--- config.mk ---
export PLATFORM = sky130hd
export DESIGN_NAME = irq_ctrl
export DESIGN_NICKNAME = d
export VERILOG_FILES = /design/src/rtl/irq_ctrl.sv
export SDC_FILE = /design/constraint.sdc
export NUM_CORES = 1
export LEC_CHECK = 0
export CORE_MARGIN = 2
export CORE_UTILIZATION = 25
export CTS_CLUSTER_SIZE = 40
export DETAILED_ROUTE_END_ITERATION = 6
export GPL_ROUTABILITY_DRIVEN = 0
export PLACE_DENSITY = 0.39
export SYNTH_ARGS = -nofsm -noshare
export SYNTH_HDL_FRONTEND = slang
export SYNTH_SLANG_ARGS = --single-unit
--- constraint.sdc ---
create_clock -name clk -period 2.4 [get_ports clk]
set_input_delay 0.48 -clock clk [delete_from_list [all_inputs] [get_ports clk]]
set_output_delay 0.48 -clock clk [all_outputs]
set_load 0.005 [all_outputs]
--- src/rtl/irq_ctrl.sv ---
`timescale 1ns/1ps
// irq_ctrl: interrupt controller between the raw irq_i lines and the core's
// single request path. Synchronises each line, latches it as level or
// rising-edge pending, picks the lowest-index pending+enabled line and runs a
// req/ack/eoi handshake with the core. A small register port configures it.
//
// Ports:
//   clk, rst_n       clock, asynchronous active-low reset
//   irq_i            raw interrupt lines (asynchronous to clk)
//   cfg_we_i         register write strobe (single cycle)
//   cfg_addr_i       0 ENABLE, 1 EDGE, 2 PENDING (write-1-clear), 3 STATUS
//   cfg_wdata_i      write data
//   cfg_rdata_o      read data, combinational from cfg_addr_i
//   core_irq_req_o   registered request to the core
//   core_irq_id_o    registered id of the requested / in-service line
//   core_irq_ack_i   core accepts the request (honoured only in REQ)
//   core_irq_eoi_i   core finished the handler (honoured only in SERVICE)
module irq_ctrl #(
    parameter int unsigned NUM_IRQ     = 32,
    parameter int unsigned ID_W        = 5,
    parameter int unsigned SYNC_STAGES = 2
) (
    input  logic               clk,
    input  logic               rst_n,
    input  logic [NUM_IRQ-1:0] irq_i,
    input  logic               cfg_we_i,
    input  logic [1:0]         cfg_addr_i,
    input  logic [31:0]        cfg_wdata_i,
    output logic [31:0]        cfg_rdata_o,
    output logic               core_irq_req_o,
    output logic [ID_W-1:0]    core_irq_id_o,
    input  logic               core_irq_ack_i,
    input  logic               core_irq_eoi_i
);

    localparam int unsigned DATA_W       = 32;
    localparam logic [1:0]  ADDR_ENABLE  = 2'd0;
    localparam logic [1:0]  ADDR_EDGE    = 2'd1;
    localparam logic [1:0]  ADDR_PENDING = 2'd2;
    localparam logic [1:0]  ADDR_STATUS  = 2'd3;

    typedef enum logic [1:0] {
        ST_IDLE    = 2'd0,
        ST_REQ     = 2'd1,
        ST_SERVICE = 2'd2
    } state_t;

    // Synchroniser chain plus one extra stage for rising-edge detection
    logic [NUM_IRQ-1:0] sync_q [SYNC_STAGES];
    logic [NUM_IRQ-1:0] sync_d_q;
    logic [NUM_IRQ-1:0] sync_s;
    logic [NUM_IRQ-1:0] rise;

    // Configuration and pending state
    logic [NUM_IRQ-1:0] enable_q;
    logic [NUM_IRQ-1:0] edge_q;
    logic [NUM_IRQ-1:0] pending_q;
    logic [NUM_IRQ-1:0] pending_d;
    logic [NUM_IRQ-1:0] sw_clr;
    logic [NUM_IRQ-1:0] ack_clr;
    logic [NUM_IRQ-1:0] cand;
    logic [ID_W-1:0]    win_id;

    // FSM and registered outputs
    state_t             state_q;
    state_t             state_d;
    logic               req_q;
    logic               req_d;
    logic [ID_W-1:0]    cur_id_q;
    logic [ID_W-1:0]    cur_id_d;
    logic               ack_take;

    logic               wr_enable;
    logic               wr_edge;
    logic               wr_pending;

    assign wr_enable  = cfg_we_i && (cfg_addr_i == ADDR_ENABLE);
    assign wr_edge    = cfg_we_i && (cfg_addr_i == ADDR_EDGE);
    assign wr_pending = cfg_we_i && (cfg_addr_i == ADDR_PENDING);

    assign sync_s = sync_q[SYNC_STAGES-1];
    assign rise   = sync_s & ~sync_d_q;

    // Input synchroniser
    always_ff @(posedge clk or negedge rst_n) begin
        if (!rst_n) begin
            for (int i = 0; i < int'(SYNC_STAGES); i++) begin
                sync_q[i] <= '0;
            end
            sync_d_q <= '0;
        end else begin
            sync_q[0] <= irq_i;
            for (int i = 1; i < int'(SYNC_STAGES); i++) begin
                sync_q[i] <= sync_q[i-1];
            end
            sync_d_q <= sync_s;
        end
    end

    // ENABLE / EDGE registers; bits beyond NUM_IRQ are simply not stored
    always_ff @(posedge clk or negedge rst_n) begin
        if (!rst_n) begin
            enable_q <= '0;
            edge_q   <= '0;
        end else begin
            if (wr_enable) begin
                enable_q <= cfg_wdata_i[NUM_IRQ-1:0];
            end
            if (wr_edge) begin
                edge_q <= cfg_wdata_i[NUM_IRQ-1:0];
            end
        end
    end

    // Clear sources for edge-mode pending bits
    assign ack_take = (state_q == ST_REQ) && core_irq_ack_i;

    always_comb begin
        sw_clr  = '0;
        ack_clr = '0;
        if (wr_pending) begin
            sw_clr = cfg_wdata_i[NUM_IRQ-1:0];
        end
        for (int i = 0; i < int'(NUM_IRQ); i++) begin
            ack_clr[i] = ack_take && (cur_id_q == ID_W'(i));
        end
    end

    // Level lines track the synchronised input; edge lines latch with set priority
    always_comb begin
        pending_d = pending_q;
        for (int i = 0; i < int'(NUM_IRQ); i++) begin
            if (!edge_q[i]) begin
                pending_d[i] = sync_s[i];
            end else if (rise[i]) begin
                pending_d[i] = 1'b1;
            end else if (sw_clr[i] || ack_clr[i]) begin
                pending_d[i] = 1'b0;
            end
        end
    end

    always_ff @(posedge clk or negedge rst_n) begin
        if (!rst_n) begin
            pending_q <= '0;
        end else begin
            pending_q <= pending_d;
        end
    end

    // Fixed priority: lowest set index of the candidate vector wins
    assign cand = pending_q & enable_q;

    always_comb begin
        win_id = '0;
        for (int i = int'(NUM_IRQ) - 1; i >= 0; i--) begin
            if (cand[i]) begin
                win_id = ID_W'(i);
            end
        end
    end

    // FSM state and registered outputs
    always_ff @(posedge clk or negedge rst_n) begin
        if (!rst_n) begin
            state_q  <= ST_IDLE;
            req_q    <= 1'b0;
            cur_id_q <= '0;
        end else begin
            state_q  <= state_d;
            req_q    <= req_d;
            cur_id_q <= cur_id_d;
        end
    end

    // Next-state logic; req is decoded from the next state so it is flop-driven
    always_comb begin
        state_d  = state_q;
        cur_id_d = cur_id_q;
        req_d    = 1'b0;
        case (state_q)
            ST_IDLE: begin
                if (|cand) begin
                    state_d  = ST_REQ;
                    cur_id_d = win_id;
                end
            end
            ST_REQ: begin
                // Ack beats withdrawal; a higher-priority arrival never preempts cur_id
                if (core_irq_ack_i) begin
                    state_d = ST_SERVICE;
                end else if (!cand[cur_id_q]) begin
                    state_d = ST_IDLE;
                end
            end
            ST_SERVICE: begin
                if (core_irq_eoi_i) begin
                    state_d = ST_IDLE;
                end
            end
            default: begin
                state_d = ST_IDLE;
            end
        endcase
        req_d = (state_d == ST_REQ);
    end

    assign core_irq_req_o = req_q;
    assign core_irq_id_o  = cur_id_q;

    // Register read mux
    always_comb begin
        cfg_rdata_o = '0;
        case (cfg_addr_i)
            ADDR_ENABLE:  cfg_rdata_o = DATA_W'(enable_q);
            ADDR_EDGE:    cfg_rdata_o = DATA_W'(edge_q);
            ADDR_PENDING: cfg_rdata_o = DATA_W'(pending_q);
            ADDR_STATUS: begin
                cfg_rdata_o[31]       = (state_q == ST_SERVICE);
                cfg_rdata_o[30]       = req_q;
                cfg_rdata_o[ID_W-1:0] = cur_id_q;
            end
            default: cfg_rdata_o = '0;
        endcase
    end

endmodule

==> metrics.txt <==
Initial Util 0.255; hold slack 0.0107 ns; gr usage total 0.154; Worst Path Required 1.92 ns; GR Overflow Total 0; I/O Pins 109; Final Instance Area 0.0111 mm^2; Reg clk slew, reported paths 0.08 ns; Synth Instances 663; mapped cell area 0.00833 mm^2; I/O Buffers 108; setup ws final 0.0775 ns; critical path type input pin to primary output; post-layout minimum cycle time 2.32 ns; Site Rows 66; largest fanout on the critical path 9; Ant. Diodes 0; Clock Sinks 200; layout cells sized above 1 0.235; DRT iter0 DRCs 356; Leakage 4.78 nW; Worst Path Buf+Inv 4; vias in the first global route 6527; Synth cell types 46; period utilization 0.968; full die area 0.0348 mm^2; Worst path slowest cell clkdlybuf4s50_1; final setup fails 0; wire per inst 20.2 um; Fmax 0.431 GHz; Root Buffer clkbuf_16; Setup WS pre-CTS -0.323 ns; Avg Cell Area, Syn 12.6 um^2; Seq/Total Area, Yosys 0.601; first-pass GRT wire length 40500 um; HPWL after DPL 19100 um; EDFF count, synth 0; CP peak stage delay 0.54 ns; HP Class input pin to async pin; Via Count 6073; Die Y 186 um; fin cells 1292; Slew @ Worst Pin 0.604 ns; Area Overhead vs Synth 33.0%; Clock Tree Buf Depth 2; CP top delay family buffers and inverters; Slew headroom 0.597; DRT Pass-1 Iters 5; Remaining DRCs 0; CTS tree done; YS warnings 0; largest net degree at the start of global routing 59; placed inst area 0.0104 mm^2; Async S/R FF share, synth 1.00; final design utilization 0.339; Fin. Hold Viols 0; Slew Viols, Final 0; power density cells 904 mW/mm^2; crit path cell chain buf_4 > buf_12 > buf_4 > mux2i_1 > o21ai_0 > clkdlybuf4s50_1; post-route ant nets 0; Synth Flop Type dfrtp_1; total power 10.0 mW; RSZ-0062 raised after global routing no; CP arrival 1.84 ns; hold_buf cts 0; status finished clean; initial antenna violation count 1; WL final 26100 um; cts bufs inserted 17; # placed instances 1254; Syn Nets 734; Sum Neg Setup Slack 0 ns; Most common cell on crit path buf_4; Max IR drop VDD 548 uV; clock latency at the later pin of the worst-skew pair 0.44 ns; CP Capture Type primary output; vias per inst 4.70; Yosys reg bits 200; maxcap violations 0; Core ar. 0.0327 mm^2; crit start category input pin; Die W 186 um; H-tree Lvls 4; fin nets 908; Final Skew 0.0117 ns
cells in the mapped netlist, types with 2 or more instances:
cell type / n / area, um^2
dfrtp_1: 200 / 5000
nand2_1: 134 / 503
mux2_2: 64 / 721
a221oi_1: 33 / 289
o21ai_0: 33 / 165
a21o_1: 32 / 240
mux2i_1: 25 / 250
mux4_2: 14 / 315
clkbuf_1: 13 / 48.8
a22oi_1: 10 / 75.1
buf_2: 10 / 50.1
nand3_1: 10 / 50.1
nor2_1: 9 / 33.8
nor2b_1: 7 / 43.8
o211ai_1: 7 / 52.6
a21oi_1: 6 / 30.0
and2_1: 5 / 31.3
a31oi_1: 4 / 25.0
a32oi_1: 4 / 35.0
o31ai_1: 4 / 30.0
a22oi_2: 3 / 37.5
nand4_1: 3 / 18.8
nor3_1: 3 / 15.0
and2_2: 2 / 15.0
clkbuf_8: 2 / 27.5
inv_1: 2 / 7.51
nand3b_1: 2 / 15.0
nand4b_1: 2 / 17.5
nor3b_1: 2 / 15.0
o2111ai_1: 2 / 17.5
report_power, final:
| group | switching (mW) | total [mW] | internal [mW] | leakage (nW) |
|---|---|---|---|---|
| registers | 0.428 | 4.26 | 3.83 | 2.34 |
| logic | 1.49 | 2.97 | 1.49 | 2.17 |
| clock network | 1.40 | 2.79 | 1.39 | 0.274 |
| total | 3.31 | 10.0 | 6.71 | 4.78 |
kinds of logic after synthesis:
family                 after synthesis  share of synthesized area
flip-flops                         200                      0.601
buffers and inverters               29                     0.0179
multiplexers                       103                      0.154
AND/OR/NAND/NOR                    187                     0.0984
AO/OA/AOI/OAI                      144                      0.128
registers in the layout, summed over array words and instances (netlist names):
name / cells
edge_q: 32
pending_q: 32
enable_q: 32
sync_q: 32
sync_d_q: 32
core_irq_req_o: 1
sync_s: 32
state_q: 2
core_irq_id_o: 5
timing repair:
action | in CTS | in global routing
setup buffers | 6 | 0
resized for setup | 10 | 9
setup endpoints to repair | 33 | 18
pin swaps | 0 | 0
path summary, 6_finish.rpt:
kind	from	end	slack, ns	cells past startpoint
max in group asynchronous	rst_n	edge_q[6]	1.69	2
min reg2reg	sync_q[59]	sync_s[27]	0.35	0
min	rst_n	sync_q[62]	0.01	1
max	cfg_addr_i[0]	cfg_rdata_o[17]	0.08	6
max reg2reg	enable_q[3]	core_irq_id_o[2]	0.21	7
min in group clk	sync_q[59]	sync_s[27]	0.35	0
routing by layer:
| layer | vias up | part of all wire | GRT usage | wire length (um) |
|---|---|---|---|---|
| met3 | 22 | 0.036 | 0.0307 | 935 |
| met2 | 134 | 0.47 | 0.244 | 12200 |
| met5 | - | 0 | 0 | 0 |
| met1 | 3130 | 0.48 | 0.215 | 12600 |
| met4 | 0 | 0.013 | 0.0430 | 344 |
| li1 | 2787 | - | - | - |
cells in the final DEF, fill, tap and decap left out, types with 3 or more instances in the layout:
cell and n:
clkinv_4 4, buf_4 64, nand4_1 3, a22oi_2 4, nand2_1 134, o211ai_1 7
mux2_2 64, o21ai_0 30, mux4_2 14, a21o_1 32, o31ai_1 4, a32oi_1 4
and2_1 5, nor2b_1 6, a31oi_1 4, nand3_1 10, clkbuf_16 17, a21oi_1 6
a221oi_1 33, dfrtp_1 198, nor3_1 3, clkdlybuf4s50_1 101, o21ai_1 4, nor2_1 9
inv_8 3, inv_6 3, mux2i_1 24, a22oi_1 9, buf_12 9
area by class of cell:
cell class | instances | area [um^2]
tap | 442 | 553
clock buffer | 19 | 443
sequential | 200 | 5010
clock inverter | 13 | 113
multi-input combinational | 434 | 3190
timing repair buffer | 182 | 1760
fill | 3305 | 21600
inverter | 2 | 7.51
worst reg2reg max path: cells and delay by family, from the launching register on:
kind,cells,cell delay [ns]
AO/OA/AOI/OAI,3,0.79
buffers and inverters,1,0.21
flip-flops,1,0.39
AND/OR/NAND/NOR,3,0.70
No activity file was read; power rests on OpenSTA's default activity.
